**src/rtl/sr_cmd_driver.sv**
```systemverilog
// sr_cmd_driver: command stage in front of a gated SR latch.
// Set/clear requests arrive over valid/ready and wait in a small FIFO.
// Each request becomes a PULSE_W-cycle pulse on s or r, followed by a
// GAP_W-cycle guard with both low.
// Optional build macro SR_VERIFY_EN: sample latch q on the last guard cycle
// and flag err with done when q does not match the command.
module sr_cmd_driver #(
   parameter int DEPTH   = 4,
   parameter int PULSE_W = 2,
   parameter int GAP_W   = 1
) (
   input  logic                     clock,
   input  logic                     reset,
   input  logic                     req_valid,
   input  logic                     req_op,
   output logic                     req_ready,
   output logic                     s,
   output logic                     r,
   input  logic                     q,
   output logic                     busy,
   output logic                     done,
   output logic                     err,
   output logic [$clog2(DEPTH):0]   count
);

   localparam int AW   = $clog2(DEPTH);
   localparam int MAXW = (PULSE_W > GAP_W) ? PULSE_W : GAP_W;
   localparam int CW   = $clog2(MAXW) + 1;

   typedef enum logic [1:0] {
      IDLE,
      DRIVE,
      GAP
   } state_t;

   state_t          state_q;
   logic [CW-1:0]   cnt_q;
   logic            op_q;

   logic            mem_q [DEPTH];
   logic [AW-1:0]   wr_ptr_q, wr_ptr_d;
   logic [AW-1:0]   rd_ptr_q, rd_ptr_d;
   logic [AW:0]     count_q, count_d;

   logic            push;
   logic            pop;
   logic            head_op;
   logic            mismatch;

   // A full FIFO refuses pushes even when a pop happens on the same edge.
   assign req_ready = (count_q != (AW+1)'(DEPTH));
   assign push      = req_valid && req_ready;
   assign pop       = (state_q == IDLE) && (count_q != '0);
   assign head_op   = mem_q[rd_ptr_q];
   assign count     = count_q;
   assign busy      = (state_q != IDLE) || (count_q != '0);

   // Next-state for FIFO pointers and occupancy.
   always_comb begin
      wr_ptr_d = wr_ptr_q;
      rd_ptr_d = rd_ptr_q;
      count_d  = count_q;
      if (push) wr_ptr_d = wr_ptr_q + AW'(1);
      if (pop)  rd_ptr_d = rd_ptr_q + AW'(1);
      case ({push, pop})
         2'b10:   count_d = count_q + (AW+1)'(1);
         2'b01:   count_d = count_q - (AW+1)'(1);
         default: count_d = count_q;
      endcase
   end

   // FIFO control registers.
   always_ff @(posedge clock) begin
      if (reset) begin
         wr_ptr_q <= '0;
         rd_ptr_q <= '0;
         count_q  <= '0;
      end else begin
         wr_ptr_q <= wr_ptr_d;
         rd_ptr_q <= rd_ptr_d;
         count_q  <= count_d;
      end
   end

   // FIFO storage; contents are only read while count is non-zero.
   always_ff @(posedge clock) begin
      if (push) mem_q[wr_ptr_q] <= req_op;
   end

`ifdef SR_VERIFY_EN
   assign mismatch = (q != op_q);
`else
   logic unused_sig;
   assign mismatch   = 1'b0;
   assign unused_sig = q ^ op_q;
`endif

   // Pulse sequencer: IDLE -> DRIVE (s or r high) -> GAP (both low) -> IDLE.
   always_ff @(posedge clock) begin
      if (reset) begin
         state_q <= IDLE;
         cnt_q   <= '0;
         op_q    <= 1'b0;
         s       <= 1'b0;
         r       <= 1'b0;
         done    <= 1'b0;
         err     <= 1'b0;
      end else begin
         done <= 1'b0;
         err  <= 1'b0;
         case (state_q)
            IDLE: begin
               if (pop) begin
                  op_q    <= head_op;
                  s       <= head_op;
                  r       <= ~head_op;
                  cnt_q   <= CW'(PULSE_W - 1);
                  state_q <= DRIVE;
               end
            end
            DRIVE: begin
               if (cnt_q == '0) begin
                  s       <= 1'b0;
                  r       <= 1'b0;
                  cnt_q   <= CW'(GAP_W - 1);
                  state_q <= GAP;
               end else begin
                  cnt_q <= cnt_q - CW'(1);
               end
            end
            GAP: begin
               if (cnt_q == '0) begin
                  done    <= 1'b1;
                  err     <= mismatch;
                  state_q <= IDLE;
               end else begin
                  cnt_q <= cnt_q - CW'(1);
               end
            end
            default: begin
               s       <= 1'b0;
               r       <= 1'b0;
               state_q <= IDLE;
            end
         endcase
      end
   end

   // The latch must never see both drives high.
   a_one_hot_drive: assert property (@(posedge clock) !(s && r));

endmodule

```
**config.mk**
```make
export PLATFORM = sky130hd
export DESIGN_NAME = sr_cmd_driver
export DESIGN_NICKNAME = d
export VERILOG_FILES = /design/src/rtl/sr_cmd_driver.sv
export SDC_FILE = /design/constraint.sdc
export NUM_CORES = 1
export LEC_CHECK = 0
export CAP_MARGIN = 20
export CORE_UTILIZATION = 37
export CTS_CLUSTER_DIAMETER = 150
export CTS_CLUSTER_SIZE = 12
export DETAILED_ROUTE_END_ITERATION = 10
export REMOVE_ABC_BUFFERS = 1
export SKIP_LAST_GASP = 1
export SYNTH_ARGS = -nofsm -noshare
export SYNTH_HDL_FRONTEND = slang
export SYNTH_SLANG_ARGS = --single-unit
```
**constraint.sdc**
```tcl
create_clock -name clock -period 2 [get_ports clock]
set_input_delay 0.4 -clock clock [delete_from_list [all_inputs] [get_ports clock]]
set_output_delay 0.4 -clock clock [all_outputs]
set_load 0.1 [all_outputs]
```
==> impl_metrics.yaml, run 1 <==
cts:
  clkSlewWorstSetupHoldPaths_ps: 120
  number_of_buffers_added_by_the_clock_tree_synthesis_step: 3
  ctsRootBufferMaster: "clkbuf_4"
  clock_tree.buffer_depth: 2
  cts_tree: "done"
  cts_hold_buffers: 0
  cts_sinks: 20
  cts-htree-levels: 1
  worstSkewPairLatency_ps: 300
cells_and_area:
  postLayoutCoreUtil_pct: 52.9
  final_net_count: 153
  post_route_cells_drive_above_1_share_pct: 30.1
  antenna_cell_count: 0
  syn2layout_area_growth_pct: 35.7
  nFillCells: 239
worst_setup_path:
  crit_chain: "or3b_4 -> nand2_4 -> ha_4 -> inv_1 -> fa_2 -> xor2_1 -> or3_1 -> a21oi_1"
  critPathKind: "reg2reg"
  worstPathMaxFanout: 2
  worstSetupStartpointType: "flop"
  cp.required_ps: 2230
  worst_ep_arrival_time_ps: 2210
  endpoint_kind: "flop"
  cp_slowest_stage_delay_ps: 410
  crit_path_top_delay_cell: "or3b_4"
yosys:
  seq_area_frac_synth_pct: 41.4
  ys_warn_count: 0
  ys_ff_latch: 20
  synth-edff-count: 4
  post_synthesis_cell_area_sq_um: 1060
  syn-mean-instance-area_sq_um: 9.86
  async_reset_ff_share_pct: 0
  synth_ff_type: "dfxtp_1"
  cells_after_synth: 108
  yosysUniqueCellTypes: 36
global_route:
  met2_usage_pct: 23.9
  grt_pass1_wl_um: 3470
  groute.usage.overall_pct: 14.3
  pin_count_of_the_biggest_net_entering_global_routing: 13
  grt.met3_usage_pct: 2.56
  global_route.usage.met1_pct: 18.0
  grt_antenna_before_repair: 0
  grt_remaining_overflow: 0
  most_heavily_used_metal_layer_in_global_routing: "met2"
  grt_pass1_vias: 796
timing:
  timing.final.ws_setup_ps: 18.1
  max_freq_ghz: 0.505
  rsz0062_at_grt: "true"
  period_share_pct: 99.1
  total_of_endpoints_with_negative_setup_slack_in_the_final_report: 0
  hold_violations: 0
  slew_viol_final: 0
  period_needed_ps: 1980
  final.setup_skew_ps: 3.74
place:
  placement.io_buffers: 11
  routabilityCongestion: 0.760
  post_place_setup_slack_ps: -167
  hpwlAfterDp_um: 1540
route:
  detail_route.vias_per_cell: 5.01
  routed_wl_um: 2020
  drt_drc_violations_left: 0
  drt_pass1_iterations: 4
  detailedRoute.firstIterationViolations: 5
  num_vias: 821
  final_antenna_net_count: 0
  detail_route.wl_per_cell_um: 12.3
die:
  die_x_um: 55.6
  initial_utilization_pct: 38.9
  rows: 19
  floorplan.io_pins: 14
  design.die.area_sq_um: 3100
  die_height_um: 55.6
  core_area_sq_um: 2730
run_status:
  run_status: "finished clean"
worst_hold_path:
  timing.hold.worst.class: "reg2reg"
run:
  max_cap_violations: 0
[stage by stage]
stage,TNS (ps),instance area (sq um),hold slack [ps],std cells
after floorplan,-8220,1040,469,103
after global placement,-123,1350,469,160
after detailed placement,-167,1350,480,160
after CTS,0,1410,500,164
after global routing,-46.7,1450,508,164
final,0,1450,497,164
[synth_stat cells (3+ instances only)]
cell type	instances	area share [%]
ha_1	13	15
o21ai_0	3	1.4
xor2_1	4	3.3
edfxtp_1	4	11
nand3_1	3	1.4
and3_1	4	2.3
dfxtp_1	16	30
a21o_1	3	2.1
nor2_1	7	2.5
inv_1	12	4.2
a21oi_1	10	4.7
[cells by family after synthesis]
logic type	share of synthesized area (%)
xor+xnor	3.29
buf+inv	6.46
simple gates	14.6
compound gates	14.7
flops	41.4
mux	2.12
other cells	0.352
fa+ha+maj	17.2
[area by class of cell]
class                           instances  area [sq um]  share of cell area [%]
Timing Repair Buffer                   26           265                    18.4
Inverter                               12          45.0                    3.12
Multi-Input combinational cell         71           598                    41.4
Clock buffer                            3          22.5                    1.56
Clock inverter                          1          30.0                    2.08
Tap cell                               31          38.8                    2.68
Sequential cell                        20           445                    30.8
[critical path, delay by kind of cell, from the launching register on]
| kind | cells | cell delay (ps) |
|---|---|---|
| buffers and inverters | 1 | 40 |
| AO/OA/AOI/OAI | 1 | 140 |
| flip-flops | 1 | 340 |
| AND/OR/NAND/NOR | 3 | 800 |
| XOR/XNOR | 1 | 150 |
| adder cells (fa/ha/maj) | 2 | 450 |
[sequential cells by signal, summed over array words and instances, names as in the netlist, 2 cells and up, named ones only]
signal,flops
count,3
wr_ptr_q,2
cnt_q,2
mem_q,4
rd_ptr_q,2
state_q,2
[path summary, 6_finish.rpt]
kind                      endpoint  depth (start not counted)  slack [ps]             startpoint
max          count[2]$_SDFFE_PP0P_                          8          20  count[0]$_SDFFE_PP0P_
min                 s$_SDFFE_PP0P_                          2         500         s$_SDFFE_PP0P_
max reg2reg  count[2]$_SDFFE_PP0P_                          8          20  count[0]$_SDFFE_PP0P_
min reg2reg         s$_SDFFE_PP0P_                          2         500         s$_SDFFE_PP0P_
[layout by cell type, fill, tap and decap left out, types with 2 or more instances in the layout]
cell,count
a21o_1,3
a21oi_1,10
and3_1,4
buf_12,5
buf_4,18
clkbuf_4,3
clkdlybuf4s50_1,3
dfxtp_1,12
dfxtp_2,4
edfxtp_1,4
ha_1,11
ha_4,2
inv_1,12
nand3_1,3
nor2_1,7
nor2b_1,2
o21ai_0,3
xor2_1,4
[repair_timing]
item | 4_1_cts | 5_1_grt
setup buffers | 0 | 0
endpoints found under the hold margin | 0 | 0
resized for setup | 5 | 8
pin swaps | 4 | 2
setup endpoints to repair | 1 | 3
[per-layer routing]
layer / vias up / routed length [um]
met5: - / 0
met4: 0 / 23
met3: 2 / 80
met2: 18 / 946
met1: 377 / 969
li1: 424 / -
Power of run 1 is left out: the tool's default activity adds up to more than one toggle a clock period on the data nets, which glitch-free logic cannot reach.
==> run 2: changes to the inputs <==
SLEW_MARGIN = 10   (was not set)
==> results of run 2 <==
The final DEF is identical to that of run 1; final timing and power are the same.
Power of run 2 is left out for the same reason.
==> run 3: changes to the inputs <==
CORE_UTILIZATION = 30   (was 37)
TNS_END_PERCENT = 10   (was not set)
==> run 3 against run 2 <==
  * Die area grew 22%
  * Final area fell by 2.1%
  * Cell count grew 9.1%
  * Routed wire length fell by 3.3%
  * Worst hold slack lost 6.8 ps
  * Flip-flop and latch count unchanged
  * Global-route usage fell by 2.1 points
  * Utilization is 11 points lower
  * Critical path depth did not move
==> impl_metrics.yaml, run 3 (synthesis gave the netlist of run 1 again) <==
die:
  floorplan.io_pins: 14
  initial_utilization_pct: 31.7
  design.die.area_sq_um: 3790
  rows: 21
  die_height_um: 61.6
  core_area_sq_um: 3360
  die_x_um: 61.6
worst_setup_path:
  crit_chain: "or3b_4 -> nand2_2 -> ha_4 -> inv_1 -> fa_2 -> xor2_1 -> or3_1 -> a21oi_1"
  endpoint_kind: "flop"
  critPathKind: "reg2reg"
  worst_ep_arrival_time_ps: 2210
  rr_worst_depth: 8
  cp.required_ps: 2250
  cp_slowest_stage_delay_ps: 390
  timing.critical_path.depth: 8
  cpLargestDelayFamily: "simple AND/OR/NAND/NOR gates"
  r2r_slack_ps: 30
  worstPathMaxFanout: 2
  crit_path_top_delay_cell: "or3b_4"
  worstPathBufferInverterCount: 1
  worstSetupStartpointType: "flop"
timing:
  period_share_pct: 98.4
  hold_violations: 0
  max_freq_ghz: 0.508
  total_of_endpoints_with_negative_setup_slack_in_the_final_report: 0
  slew_viol_final: 0
  whs_ps: 490
  period_needed_ps: 1970
  setup_total_negative_slack_ps: 0
  final.setup_skew_ps: 4.68
  rsz0062_at_grt: "true"
cells_and_area:
  post_route_cells_drive_above_1_share_pct: 27.8
  layout.cells.most_common: "buf_4"
  stdcell_area_sq_um: 1420
  largest_register: "mem_q"
  antenna_cell_count: 0
  stdcell_count: 179
  largest_register_ffs: 4
  syn2layout_area_growth_pct: 32.9
  final_net_count: 153
  nFillCells: 353
  layout_common_cells: "buf_4 (18), dfxtp_1 (14), inv_1 (11), ha_1 (11), a21oi_1 (10)"
route:
  detail_route.vias_per_cell: 4.71
  detailedRoute.firstIterationViolations: 12
  drt_drc_violations_left: 0
  drt_pass1_iterations: 4
  num_vias: 843
  detail_route.wl_per_cell_um: 10.9
  final_antenna_net_count: 0
  routed_wl_um: 1950
run:
  max_cap_violations: 0
global_route:
  pin_count_of_the_biggest_net_entering_global_routing: 12
  grt_remaining_overflow: 0
  grt_pass1_vias: 834
  groute.usage.overall_pct: 12.2
  grt_antenna_before_repair: 0
  grt_pass1_wl_um: 3390
run_status:
  run_status: "finished clean"
cts:
  cts_sinks: 20
  worstSkewPairLatency_ps: 300
  ctsRootBufferMaster: "clkbuf_4"
  cts-htree-levels: 1
  number_of_buffers_added_by_the_clock_tree_synthesis_step: 3
  cts_hold_buffers: 0
  clkSlewWorstSetupHoldPaths_ps: 110
  cts_tree: "done"
  clock_tree.buffer_depth: 2
place:
  place.detailed.instances: 174
  routabilityCongestion: 0.717
  hpwlAfterDp_um: 1520
  dpl_cell_area_sq_um: 1360
  placement.io_buffers: 11
worst_hold_path:
  timing.hold.worst.class: "reg2reg"
  worst_hold_path.num_cells: 2
[run 3: cell count changes in the layout (fill, tap and decap cells not counted), sizes merged]
| cell | previous run | this run |
|---|---|---|
| clkinv | 0 | 1 |
| bufinv | 1 | 0 |
[run 3: path summary, 6_finish.rpt]
check | from | to
hold / removal | r$_SDFFE_PP0P_ | r$_SDFFE_PP0P_
hold reg to reg | r$_SDFFE_PP0P_ | r$_SDFFE_PP0P_
setup reg to reg | count[0]$_SDFFE_PP0P_ | count[2]$_SDFFE_PP0P_
setup / recovery | count[0]$_SDFFE_PP0P_ | count[2]$_SDFFE_PP0P_
[run 3: cell type report]
class	count	area, sq um	share of cell area, %
clock buffer	3	22.5	1.59
clock inverter	1	3.75	0.265
inverter	12	45.0	3.18
multi-input combinational	71	578	40.8
sequential	20	443	31.3
tap	46	57.6	4.07
timing repair buffer	26	265	18.7
[run 3: repair_timing]
item                       4_1_cts  5_1_grt
setup endpoints to repair        1        3
pin swaps                        4        2
setup buffers                    0        1
gates resized for setup          3        6
[run 3: layer usage]
| metal | track usage (%) | routed length (um) | vias up |
|---|---|---|---|
| met2 | 20.6 | 974 | 17 |
| met3 | 2.52 | 62 | 6 |
| met4 | 6.67 | 54 | 0 |
| met1 | 14.5 | 862 | 397 |
| li1 | - | - | 423 |
| met5 | 0 | 0 | - |
[run 3: worst min-delay path, cell delays in order, from the launching register on]
cell and delay [ps]:
dfxtp_1 330, o31ai_1 60, a21oi_1 60
[run 3: metrics by stage]
| step | util (%) | worst slack, ps |
|---|---|---|
| 2_1_floorplan | - | -1340 |
| 3_3_place_gp | 40.3 | -122 |
| 3_5_place_dp | 40.3 | -155 |
| 4_1_cts | 41.3 | 10.5 |
| 5_1_grt | 42.1 | -33.6 |
| 6_report | 42.1 | 31.3 |
Power of run 3 is left out for the same reason.
